`config.mk`:
```
export PLATFORM = sky130hd
export DESIGN_NAME = sdrc_app_wrbuf_flat
export DESIGN_NICKNAME = d
export VERILOG_FILES = /design/src/rtl/sdrc_wrbuf_pkg.sv /design/src/rtl/sdrc_app_wrbuf_if.sv /design/src/rtl/sdrc_sync_fifo.sv /design/src/rtl/sdrc_app_wrbuf.sv /design/src/flat_wrapper.sv
export SDC_FILE = /design/constraint.sdc
export NUM_CORES = 1
export LEC_CHECK = 0
export ABC_AREA = 1
export CAP_MARGIN = 40
export CORE_UTILIZATION = 35
export CTS_CLUSTER_SIZE = 24
export DETAILED_ROUTE_END_ITERATION = 8
export PLACE_DENSITY = 0.53
export SYNTH_ARGS = -nofsm -noshare
export SYNTH_HDL_FRONTEND = slang
export SYNTH_HIERARCHICAL = 1
export SYNTH_SLANG_ARGS = --single-unit
```
`constraint.sdc`:
```
create_clock -name clk -period 3.95 [get_ports clk]
set_clock_uncertainty 0.05 [all_clocks]
set_input_delay 1.185 -clock clk [delete_from_list [all_inputs] [get_ports clk]]
set_output_delay 1.185 -clock clk [all_outputs]
set_load 0.01 [all_outputs]
```
`src/rtl/sdrc_wrbuf_pkg.sv`:
```
// Shared definitions for the SDRAM application write buffer.
//   wrbuf_state_e : burst-tracking FSM encoding (IDLE / ARMED / XFER)
//   DEF_AW, DEPTH : default FIFO address width and the matching word depth
package sdrc_wrbuf_pkg;

    localparam int unsigned DEF_AW = 4;
    localparam int unsigned DEPTH  = 2**DEF_AW;

    typedef enum logic [1:0] {
        ST_IDLE  = 2'd0,
        ST_ARMED = 2'd1,
        ST_XFER  = 2'd2
    } wrbuf_state_e;

endpackage

```
`src/rtl/sdrc_app_wrbuf_if.sv`:
```
// Bus bundle between the write master / bus-width converter and the write buffer.
//   Master-side inputs  : wr_valid, wr_data, wr_en_n, burst_len, flush, app_wr_next, app_last_wr
//   Buffer-side outputs : wr_ready, burst_ready, app_wr_data, app_wr_en_n, level,
//                         burst_done, underrun_err, len_err
//   modport slave  : the buffer's view
//   modport master : the environment's view (write master plus converter)
interface sdrc_app_wrbuf_if #(
    parameter int unsigned APP_DW = 32,
    parameter int unsigned APP_BW = 4,
    parameter int unsigned AW     = 4,
    parameter int unsigned BL_W   = 8
);
    logic              wr_valid;
    logic [APP_DW-1:0] wr_data;
    logic [APP_BW-1:0] wr_en_n;
    logic              wr_ready;
    logic [BL_W-1:0]   burst_len;
    logic              burst_ready;
    logic              flush;
    logic              app_wr_next;
    logic              app_last_wr;
    logic [APP_DW-1:0] app_wr_data;
    logic [APP_BW-1:0] app_wr_en_n;
    logic [AW:0]       level;
    logic              burst_done;
    logic              underrun_err;
    logic              len_err;

    modport slave (
        input  wr_valid, wr_data, wr_en_n, burst_len, flush, app_wr_next, app_last_wr,
        output wr_ready, burst_ready, app_wr_data, app_wr_en_n, level,
               burst_done, underrun_err, len_err
    );

    modport master (
        output wr_valid, wr_data, wr_en_n, burst_len, flush, app_wr_next, app_last_wr,
        input  wr_ready, burst_ready, app_wr_data, app_wr_en_n, level,
               burst_done, underrun_err, len_err
    );

endinterface

```
`src/rtl/sdrc_sync_fifo.sv`:
```
// Synchronous FIFO holding write words with their byte enables.
//   clk_i, rst_i     : clock, synchronous active-high reset
//   flush_i          : clear pointers and level (wins over push/pop)
//   push_i, wdata_i, wen_n_i : write request (ignored when full)
//   pop_i            : advance the head (ignored when empty)
//   rdata_o, ren_n_o : head word; zero data / all-ones enables when empty
//   level_o          : words held; level_next_o is the value after this edge
//   full_o, empty_o  : status
module sdrc_sync_fifo
    import sdrc_wrbuf_pkg::*;
#(
    parameter int unsigned DW = 32,
    parameter int unsigned BW = 4,
    parameter int unsigned AW = DEF_AW
) (
    input  logic          clk_i,
    input  logic          rst_i,
    input  logic          flush_i,
    input  logic          push_i,
    input  logic [DW-1:0] wdata_i,
    input  logic [BW-1:0] wen_n_i,
    input  logic          pop_i,
    output logic [DW-1:0] rdata_o,
    output logic [BW-1:0] ren_n_o,
    output logic [AW:0]   level_o,
    output logic [AW:0]   level_next_o,
    output logic          full_o,
    output logic          empty_o
);
    localparam int unsigned FIFO_DEPTH = 2**AW;

    logic [DW+BW-1:0] mem_q [FIFO_DEPTH];
    logic [AW-1:0]    wp_q;
    logic [AW-1:0]    rp_q;
    logic [AW:0]      level_q;
    logic [AW:0]      level_d;
    logic             push_ok;
    logic             pop_ok;

    assign full_o  = (level_q == (AW+1)'(FIFO_DEPTH));
    assign empty_o = (level_q == '0);
    // Full blocks a push even when a pop frees a slot in the same cycle.
    assign push_ok = push_i & ~full_o & ~flush_i;
    assign pop_ok  = pop_i & ~empty_o & ~flush_i;

    always_comb begin
        level_d = level_q;
        if (flush_i) begin
            level_d = '0;
        end else if (push_ok && !pop_ok) begin
            level_d = level_q + (AW+1)'(1);
        end else if (pop_ok && !push_ok) begin
            level_d = level_q - (AW+1)'(1);
        end
    end

    always_ff @(posedge clk_i) begin
        if (rst_i) begin
            wp_q    <= '0;
            rp_q    <= '0;
            level_q <= '0;
        end else begin
            level_q <= level_d;
            if (flush_i) begin
                wp_q <= '0;
                rp_q <= '0;
            end else begin
                if (push_ok) wp_q <= wp_q + AW'(1);
                if (pop_ok)  rp_q <= rp_q + AW'(1);
            end
        end
    end

    always_ff @(posedge clk_i) begin
        if (push_ok) mem_q[wp_q] <= {wen_n_i, wdata_i};
    end

    assign {ren_n_o, rdata_o} = empty_o ? {{BW{1'b1}}, {DW{1'b0}}} : mem_q[rp_q];
    assign level_o      = level_q;
    assign level_next_o = level_d;

endmodule

```
`src/rtl/sdrc_app_wrbuf.sv`:
```
// Application-side write buffer in front of the SDRAM bus-width converter.
//   clk, reset : clock, synchronous active-high reset
//   bus        : sdrc_app_wrbuf_if.slave (write handshake, head word, burst status, errors)
// The FIFO stores words; this level tracks bursts (IDLE/ARMED/XFER), counts
// words per burst against burst_len and keeps the sticky error flags.
module sdrc_app_wrbuf
    import sdrc_wrbuf_pkg::*;
#(
    parameter int unsigned APP_DW = 32,
    parameter int unsigned APP_BW = 4,
    parameter int unsigned AW     = DEF_AW,
    parameter int unsigned BL_W   = 8
) (
    input logic             clk,
    input logic             reset,
    sdrc_app_wrbuf_if.slave bus
);
    wrbuf_state_e    state_q;
    logic [BL_W-1:0] cnt_q;
    logic            sat_q;
    logic            burst_done_q;
    logic            underrun_q;
    logic            len_err_q;

    logic            pop_req;
    logic            fifo_full;
    logic            fifo_empty;
    logic [AW:0]     level_w;
    logic [AW:0]     level_nx;
    logic [BL_W-1:0] cnt_inc;
    logic            sat_inc;
    logic            mismatch;

    // A last strobe without app_wr_next still consumes the final word.
    assign pop_req = bus.app_wr_next | bus.app_last_wr;

    sdrc_sync_fifo #(
        .DW (APP_DW),
        .BW (APP_BW),
        .AW (AW)
    ) u_fifo (
        .clk_i        (clk),
        .rst_i        (reset),
        .flush_i      (bus.flush),
        .push_i       (bus.wr_valid),
        .wdata_i      (bus.wr_data),
        .wen_n_i      (bus.wr_en_n),
        .pop_i        (pop_req),
        .rdata_o      (bus.app_wr_data),
        .ren_n_o      (bus.app_wr_en_n),
        .level_o      (level_w),
        .level_next_o (level_nx),
        .full_o       (fifo_full),
        .empty_o      (fifo_empty)
    );

    // cnt_q is zero whenever ARMED, so the same increment covers the first word.
    // Once the counter has hit all-ones the burst can no longer match.
    assign cnt_inc  = (cnt_q == '1) ? cnt_q : cnt_q + BL_W'(1);
    assign sat_inc  = sat_q | (cnt_q == '1);
    assign mismatch = sat_inc | (cnt_inc != bus.burst_len);

    always_ff @(posedge clk) begin
        if (reset) begin
            state_q      <= ST_IDLE;
            cnt_q        <= '0;
            sat_q        <= 1'b0;
            burst_done_q <= 1'b0;
            underrun_q   <= 1'b0;
            len_err_q    <= 1'b0;
        end else begin
            burst_done_q <= 1'b0;
            if (bus.flush) begin
                state_q <= ST_IDLE;
                cnt_q   <= '0;
                sat_q   <= 1'b0;
            end else begin
                if (pop_req && fifo_empty) underrun_q <= 1'b1;
                unique case (state_q)
                    ST_IDLE: begin
                        if (level_w != '0) state_q <= ST_ARMED;
                    end
                    ST_ARMED, ST_XFER: begin
                        if (pop_req) begin
                            if (bus.app_last_wr) begin
                                burst_done_q <= 1'b1;
                                if (mismatch) len_err_q <= 1'b1;
                                cnt_q   <= '0;
                                sat_q   <= 1'b0;
                                state_q <= (level_nx != '0) ? ST_ARMED : ST_IDLE;
                            end else begin
                                cnt_q   <= cnt_inc;
                                sat_q   <= sat_inc;
                                state_q <= ST_XFER;
                            end
                        end
                    end
                    default: state_q <= ST_IDLE;
                endcase
            end
        end
    end

    assign bus.wr_ready     = ~fifo_full;
    assign bus.level        = level_w;
    assign bus.burst_ready  = (state_q == ST_ARMED) && (bus.burst_len != '0) &&
                              (32'(level_w) >= 32'(bus.burst_len));
    assign bus.burst_done   = burst_done_q;
    assign bus.underrun_err = underrun_q;
    assign bus.len_err      = len_err_q;

endmodule

```
`src/flat_wrapper.sv`:
```
// flat-port wrapper written by rule: the top's interface ports become plain ports
module sdrc_app_wrbuf_flat import sdrc_wrbuf_pkg::*;
#(
    parameter int unsigned APP_DW = 32,
    parameter int unsigned APP_BW = 4,
    parameter int unsigned AW     = DEF_AW,
    parameter int unsigned BL_W   = 8
)
  (clk, reset, bus_wr_valid, bus_wr_data, bus_wr_en_n, bus_burst_len, bus_flush, bus_app_wr_next, bus_app_last_wr, bus_wr_ready, bus_burst_ready, bus_app_wr_data, bus_app_wr_en_n, bus_level, bus_burst_done, bus_underrun_err, bus_len_err);
  sdrc_app_wrbuf_if #(.APP_DW(APP_DW), .APP_BW(APP_BW), .AW(AW), .BL_W(BL_W)) bus_i ();
  input logic clk;
  input logic reset;
  input wire logic [$bits(bus_i.wr_valid)-1:0] bus_wr_valid;
  input wire logic [$bits(bus_i.wr_data)-1:0] bus_wr_data;
  input wire logic [$bits(bus_i.wr_en_n)-1:0] bus_wr_en_n;
  input wire logic [$bits(bus_i.burst_len)-1:0] bus_burst_len;
  input wire logic [$bits(bus_i.flush)-1:0] bus_flush;
  input wire logic [$bits(bus_i.app_wr_next)-1:0] bus_app_wr_next;
  input wire logic [$bits(bus_i.app_last_wr)-1:0] bus_app_last_wr;
  output wire logic [$bits(bus_i.wr_ready)-1:0] bus_wr_ready;
  output wire logic [$bits(bus_i.burst_ready)-1:0] bus_burst_ready;
  output wire logic [$bits(bus_i.app_wr_data)-1:0] bus_app_wr_data;
  output wire logic [$bits(bus_i.app_wr_en_n)-1:0] bus_app_wr_en_n;
  output wire logic [$bits(bus_i.level)-1:0] bus_level;
  output wire logic [$bits(bus_i.burst_done)-1:0] bus_burst_done;
  output wire logic [$bits(bus_i.underrun_err)-1:0] bus_underrun_err;
  output wire logic [$bits(bus_i.len_err)-1:0] bus_len_err;
  assign bus_i.wr_valid = bus_wr_valid;
  assign bus_i.wr_data = bus_wr_data;
  assign bus_i.wr_en_n = bus_wr_en_n;
  assign bus_i.burst_len = bus_burst_len;
  assign bus_i.flush = bus_flush;
  assign bus_i.app_wr_next = bus_app_wr_next;
  assign bus_i.app_last_wr = bus_app_last_wr;
  assign bus_wr_ready = bus_i.wr_ready;
  assign bus_burst_ready = bus_i.burst_ready;
  assign bus_app_wr_data = bus_i.app_wr_data;
  assign bus_app_wr_en_n = bus_i.app_wr_en_n;
  assign bus_level = bus_i.level;
  assign bus_burst_done = bus_i.burst_done;
  assign bus_underrun_err = bus_i.underrun_err;
  assign bus_len_err = bus_i.len_err;
  sdrc_app_wrbuf #(.APP_DW(APP_DW), .APP_BW(APP_BW), .AW(AW), .BL_W(BL_W)) u_core (.clk(clk), .reset(reset), .bus(bus_i));
endmodule
```
==> results of run 1 <==
## through the flow
| step | cell area [µm²] | utilization | cells | hold WS [ns] | total power [mW] |
|---|---|---|---|---|---|
| after detailed placement | 27600 | 0.391 | 3107 | 0.399 | 8.08 |
| final | 30300 | 0.430 | 3255 | 0.414 | 14.1 |
| after CTS | 30200 | 0.428 | 3250 | 0.412 | 14.2 |
| after global routing | 30300 | 0.430 | 3255 | 0.427 | 14.5 |
| after floorplan | 25100 | - | 2134 | 0.396 | 7.65 |
| after global placement | 27600 | 0.391 | 3107 | 0.405 | 8.06 |
## cell type report
| class | instances | share of cell area |
|---|---|---|
| Clock inverter | 34 | 0.00945 |
| Timing Repair Buffer | 179 | 0.0784 |
| Inverter | 68 | 0.00921 |
| Multi-Input combinational cell | 1337 | 0.211 |
| Timing Repair inverter | 2 | 0.000826 |
| Sequential cell | 607 | 0.592 |
| Tap cell | 940 | 0.0388 |
| Clock buffer | 88 | 0.0607 |
## Yosys cell counts
cell type / count
a31o_2: 1
clkbuf_1: 20
xnor2_1: 1
buf_1: 14
nor3b_1: 2
buf_4: 32
a32o_1: 1
edfxtp_1: 576
nand3_1: 430
nand2_2: 2
nor3_2: 1
nand3_2: 1
nor3_1: 5
inv_1: 61
xor2_1: 4
inv_4: 1
clkinv_1: 2
o21ai_0: 39
inv_2: 4
or2_2: 1
nand3_4: 1
o21a_1: 32
xor2_2: 1
nand2_4: 4
o21bai_1: 4
buf_2: 51
a21boi_0: 2
nor2_4: 1
a21oi_1: 82
nor2_8: 1
nor2_1: 90
ha_1: 16
dfxtp_1: 31
o211ai_1: 12
nand2_1: 586
nor2_2: 1
o22ai_1: 1
buf_6: 5
nand4_1: 6
o221ai_1: 4
nand2_8: 1
o21ai_1: 4
## power groups by stage
stage	Combinational (mW)	Sequential, mW	Clock (mW)
finish	0.894	7.09	6.08
floorplan	0.423	7.23	0
global placement	0.833	7.23	0
CTS	0.897	7.09	6.20
detailed placement	0.845	7.23	0
global route	0.975	7.09	6.46
## what timing repair did
action                                 CTS  global route
resized for setup                       43            18
pin swaps                                4             4
endpoints found under the hold margin    0             0
setup buffers                           10             2
setup endpoints to repair               37            24
cloned                                  11             4
## per-layer routing
metal / wire (µm) / global-route usage
met4: 1430 / 0.0562
met1: 29400 / 0.243
met3: 4210 / 0.0333
met2: 33200 / 0.309
met5: 41 / 0
## sequential cells by signal (all words and copies together), names as in the netlist, named ones only
name	cells
u_core/u_fifo/mem_q	576
u_core/cnt_q	8
u_core/u_fifo/level_o	5
u_core/u_fifo/rp_q	4
u_core/u_fifo/wp_q	4
u_core/state_q	2
u_core/bus.burst_done	1
u_core/bus.len_err	1
u_core/bus.underrun_err	1
u_core/sat_q	1
## worst max-delay path: stages (launching register included)
cell,delay (ns)
dfxtp_4,0.36
buf_12,0.17
inv_16,0.13
bufbuf_16,0.32
nand2_1,0.06
nand3_1,0.06
nand3_1,0.07
a21oi_1,0.21
o21a_1,0.15
clkdlybuf4s50_1,0.53
## cells by family after synthesis
family                     after synthesis  share of synthesized area
AOI/OAI and AO/OA                      182                     0.0423
adders and majority gates               16                    0.00798
xor gates and xnor gates                 6                    0.00239
buffers and inverters                  190                     0.0373
DFF                                    607                      0.714
and+or+nand+nor                       1133                      0.196
## worst max-delay path by stage
stage                                           end  slack (ns)
after detailed placement            bus_burst_ready       -0.44
after CTS                       bus_app_wr_data[30]      -0.003
final                           bus_app_wr_data[15]        0.05
after floorplan           u_core/u_fifo/mem_q[0][0]        0.22
after global routing             bus_app_wr_en_n[3]       -0.06
after global placement              bus_burst_ready       -0.45
==> impl_metrics.yaml, run 1 <==
drt:
  final_antenna_net_count: 0
  wirelength_um: 68200
  drt_iter0_drc: 1449
  wl_per_cell_um: 21.0
  dr_total_vias: 16800
  via_per_inst: 5.15
  drc: 0
  dr.pass1.iters: 5
clocking:
  cts-root-buf: "clkbuf_16"
  hold_buffers: 0
  clock_latency_ns: 0.59
  clkSinkCount: 607
  cts.clk_slew.worst_paths_ns: 0.06
  htreeDepth: 3
  clockBufferDepth: 3
  numCtsBuffers: 69
  cts_tree: "done"
placement:
  gp_congestion: 0.809
  hpwl_um: 32500
  io_buffers: 95
  place_ws_ns: -0.443
power:
  sw_frac_of_total: 0.219
  power_leakage_nw: 10.8
  vdd_ir_drop_max_mv: 0.295
  clockPowerShare: 0.432
  p_seq_frac: 0.504
  p_comb_frac: 0.064
  switchingPower_mw: 3.08
  p_int_mw: 11.0
  p_per_area_nw_per_um2: 464
global_route:
  first_global_vias: 16400
  gr-total-overflow: 0
  antenna_found_initial: 3
  grt_pass1_wl_um: 101000
  grt_max_degree: 80
  grt_use_total: 0.184
sta:
  max_freq_ghz: 0.256
  setup_viol: 0
  finalCritPeriodShare: 0.988
  finalHoldViolCount: 0
  slew-limit-headroom: 0.496
  rsz0062_at_grt: "true"
  worst_pin_slew_ns: 0.757
  finalSetupTns_ns: 0
  min_period_ns: 3.90
  fin_ws_ns: 0.0454
  drv_slew: 0
finish:
  fillCellCount: 6405
  layout.cells.most_common_list: "586 x nand2_1, 576 x edfxtp_1, 429 x nand3_1"
  regArea_um2: 17900
  nets: 2330
  syn_to_final_growth_pct: 20.7
  n_antenna_cell: 0
  mostFrequentLayoutCell: "nand2_1"
  multi_input_area_um2: 6390
  layout-drive-gt1-share: 0.0989
worst_setup_path:
  timing_worst_setup_path_type: "flop to output pin"
  worstReg2RegStart: "u_core/u_fifo/level_o[0]"
  worstPathRequired_ns: 2.71
  reg2reg_setup_slack_ns: 1.48
  path_max_fanout: 19
  reg2reg_depth: 14
  cp.arrival_ns: 2.67
  start_kind: "flop"
  cp-end-kind: "output pin"
  r2r_end: "u_core/state_q[0]"
flow_run:
  drv_cap: 0
floorplanning:
  core_area_um2: 70500
  start_util: 0.356
  die_x_um: 270
  rows: 97
  ios: 96
  fp.dieArea_um2: 72800
  die_y_um: 270
synth:
  netlist.area_leader.share: 0.689
  ys_ff_latch: 607
  synth_cell_types: 42
  synth-seq-area-share: 0.714
  syn-cell-area_um2: 25100
  yosysWarningCount: 6
  yosys.area.top_type: "edfxtp_1"
  syn_nets: 2200
  postSynthAreaPerCell_um2: 11.8
  synthesis.instances: 2134
  synth_area_leaders: "edfxtp_1 69%, nand2_1 8.8%, nand3_1 8.6%, dfxtp_1 2.5%, a21oi_1 1.6%"
worst_hold_path:
  hp-class: "flop to flop"
  min_to: "u_core/bus.len_err"
  holdPathStages: 2
  worstHoldStart: "u_core/bus.len_err"
run_status:
  outcome: "finished, final reports clean"
Note: power is estimated with default switching activity, not from simulation.
==> run 2: changes to the inputs <==
--- a/config.mk
+++ b/config.mk
@@ -10,7 +10,8 @@
 export CORE_UTILIZATION = 35
 export CTS_CLUSTER_SIZE = 24
 export DETAILED_ROUTE_END_ITERATION = 8
-export PLACE_DENSITY = 0.53
+export GPL_ROUTABILITY_DRIVEN = 0
+export PLACE_DENSITY = 0.51
 export SYNTH_ARGS = -nofsm -noshare
 export SYNTH_HDL_FRONTEND = slang
 export SYNTH_HIERARCHICAL = 1
==> run 2 against run 1 <==
Effect of this change: routed wire length rose by 2.6%; sequential cell count did not move; highest routed layer is now met4; critical path depth rose by 1; core utilization rose by 0.087 points; via count rose by 0.27%; largest power group unchanged.
==> impl_metrics.yaml, run 2 (synthesis results as in run 1) <==
sta:
  finalHoldViolCount: 0
  min_period_ns: 3.85
  max_freq_ghz: 0.259
  finalCritPeriodShare: 0.976
  setup_viol: 0
  slew-limit-headroom: 0.503
  worst_pin_slew_ns: 0.746
  drv_slew: 0
  finalSetupTns_ns: 0
  rsz0062_at_grt: "true"
worst_setup_path:
  crit_chain: "buf_12, buf_4, clkbuf_16, nor2_1, nor2_1, o21ai_0, o211ai_1, nand3_1, nand3_1, clkdlybuf4s50_1"
  path_max_fanout: 32
  cp.arrival_ns: 2.62
  start_kind: "flop"
  worstReg2RegStart: "u_core/u_fifo/level_o[0]"
  cpMaxStageDelayCell: "clkdlybuf4s50_1"
  timing_worst_setup_path_type: "flop to output pin"
  r2r_end: "u_core/state_q[0]"
  max_stage_delay_ns: 0.53
  worstPathRequired_ns: 2.71
  reg2reg_depth: 16
  reg2reg_setup_slack_ns: 1.37
  cp-end-kind: "output pin"
placement:
  hpwl_um: 35600
  io_buffers: 95
  placed_cells: 3127
floorplanning:
  fp.dieArea_um2: 72800
  start_util: 0.356
  rows: 97
  ios: 96
  die_x_um: 270
  core_area_um2: 70500
  die_y_um: 270
finish:
  top_register: "u_core/u_fifo/mem_q"
  nets: 2352
  syn_to_final_growth_pct: 21.0
  n_antenna_cell: 0
  largest_reg_flops: 576
  layout.cells.most_common_list: "586 x nand2_1, 576 x edfxtp_1, 429 x nand3_1"
  layout-drive-gt1-share: 0.108
  layoutNonFillerInstCount: 3277
  mostFrequentLayoutCell: "nand2_1"
global_route:
  use_met3: 0.0302
  grt_use_total: 0.188
  grtUsageMet2: 0.317
  grt_max_degree: 65
  grt_busiest_layer: "met2"
  met1_usage: 0.253
  gr-total-overflow: 0
  grt_pass1_wl_um: 103000
  antenna_found_initial: 2
  first_global_vias: 16200
clocking:
  cts-root-buf: "clkbuf_16"
  clockBufferDepth: 3
  cts_tree: "done"
  numCtsBuffers: 67
  hold_buffers: 0
  htreeDepth: 3
  clock_latency_ns: 0.58
  cts.clk_slew.worst_paths_ns: 0.05
  clkSinkCount: 607
worst_hold_path:
  worstHoldStart: "u_core/bus.len_err"
  hp-class: "flop to flop"
  min_to: "u_core/bus.len_err"
  holdPathStages: 2
drt:
  final_antenna_net_count: 0
  wl_per_cell_um: 21.4
  dr_total_vias: 16800
  via_per_inst: 5.13
  drt_iter0_drc: 1185
  dr.pass1.iters: 5
  drc: 0
  wirelength_um: 70000
power:
  p_per_area_nw_per_um2: 456
  vdd_ir_drop_max_mv: 0.263
  power_leakage_nw: 10.9
run_status:
  outcome: "finished, final reports clean"
flow_run:
  drv_cap: 0
-- run 2: cell types whose count changed in the layout (fill, tap and decap cells not counted), sizes merged --
cell	before	now
buf	77	104
bufbuf	4	1
bufinv	4	3
clkbuf	92	88
clkinv	24	32
clkinvlp	1	2
dlygate4sd2	12	10
dlymetal6s2s	11	13
inv	75	69
-- run 2: layout make-up --
| class | instances | area [µm²] |
|---|---|---|
| clock inverters | 37 | 249 |
| multi-input cells | 1337 | 6400 |
| repair buffers | 204 | 2520 |
| flip-flops and latches | 607 | 17900 |
| repair inverters | 1 | 11.3 |
| clock buffers | 83 | 1790 |
| inverters | 68 | 287 |
| fillers | 6427 | 40100 |
| well taps | 940 | 1180 |
-- run 2: worst max-delay path, delay by kind of cell, from the launching register on --
kind | cells | cell delay (ns)
buffers and inverters | 4 | 1.13
and+or+nand+nor | 4 | 0.37
DFF | 1 | 0.35
AOI/OAI and AO/OA | 2 | 0.18
-- run 2: repair_timing --
action                                  in CTS  in global routing
endpoints found under the hold margin        0                  0
endpoints found under the setup margin      35                 29
gates resized for setup                     45                 29
buffers inserted                            15                  3
pin swaps                                    5                  7
gates cloned                                 8                  5
-- run 2: worst max path at each step --
stage / from / to / slack (ns) / cells past startpoint
5_1_grt: flop / bus_app_wr_en_n[0] / -0.04 / 8
2_1_floorplan: bus_wr_valid / u_core/u_fifo/mem_q[0][0] / 0.22 / 6
3_3_place_gp: bus_burst_len[1] / bus_burst_ready / -0.47 / 10
4_1_cts: bus_burst_len[2] / bus_burst_ready / -0.01 / 9
6_report: flop / bus_app_wr_en_n[0] / 0.1 / 10
3_5_place_dp: bus_burst_len[1] / bus_burst_ready / -0.53 / 10
-- run 2: stage by stage --
| step | setup WS [ns] | power (mW) | area (µm²) | hold slack, ns | util |
|---|---|---|---|---|---|
| after floorplan | 0.220 | 7.65 | 25100 | 0.396 | - |
| after global placement | -0.470 | 8.08 | 27700 | 0.394 | 0.393 |
| after detailed placement | -0.534 | 8.09 | 27700 | 0.408 | 0.393 |
| after CTS | -0.0133 | 14.0 | 30200 | 0.425 | 0.428 |
| after global routing | -0.0433 | 14.3 | 30400 | 0.454 | 0.431 |
| final | 0.0964 | 13.9 | 30400 | 0.418 | 0.431 |
-- run 2: report_power, final --
part | internal (mW) | switching, mW | total, mW | leakage [nW]
clock network | 3.40 | 2.46 | 5.86 | 0.997
registers | 7.08 | 0.0156 | 7.09 | 5.44
logic | 0.352 | 0.551 | 0.904 | 4.44
-- run 2: per-layer routing --
layer | wire [µm] | vias up | part of all wire
li1 | - | 7877 | -
met3 | 3790 | 84 | 0.054
met1 | 30900 | 8362 | 0.44
met2 | 34200 | 476 | 0.49
met4 | 1120 | 0 | 0.016
met5 | 0 | - | 0
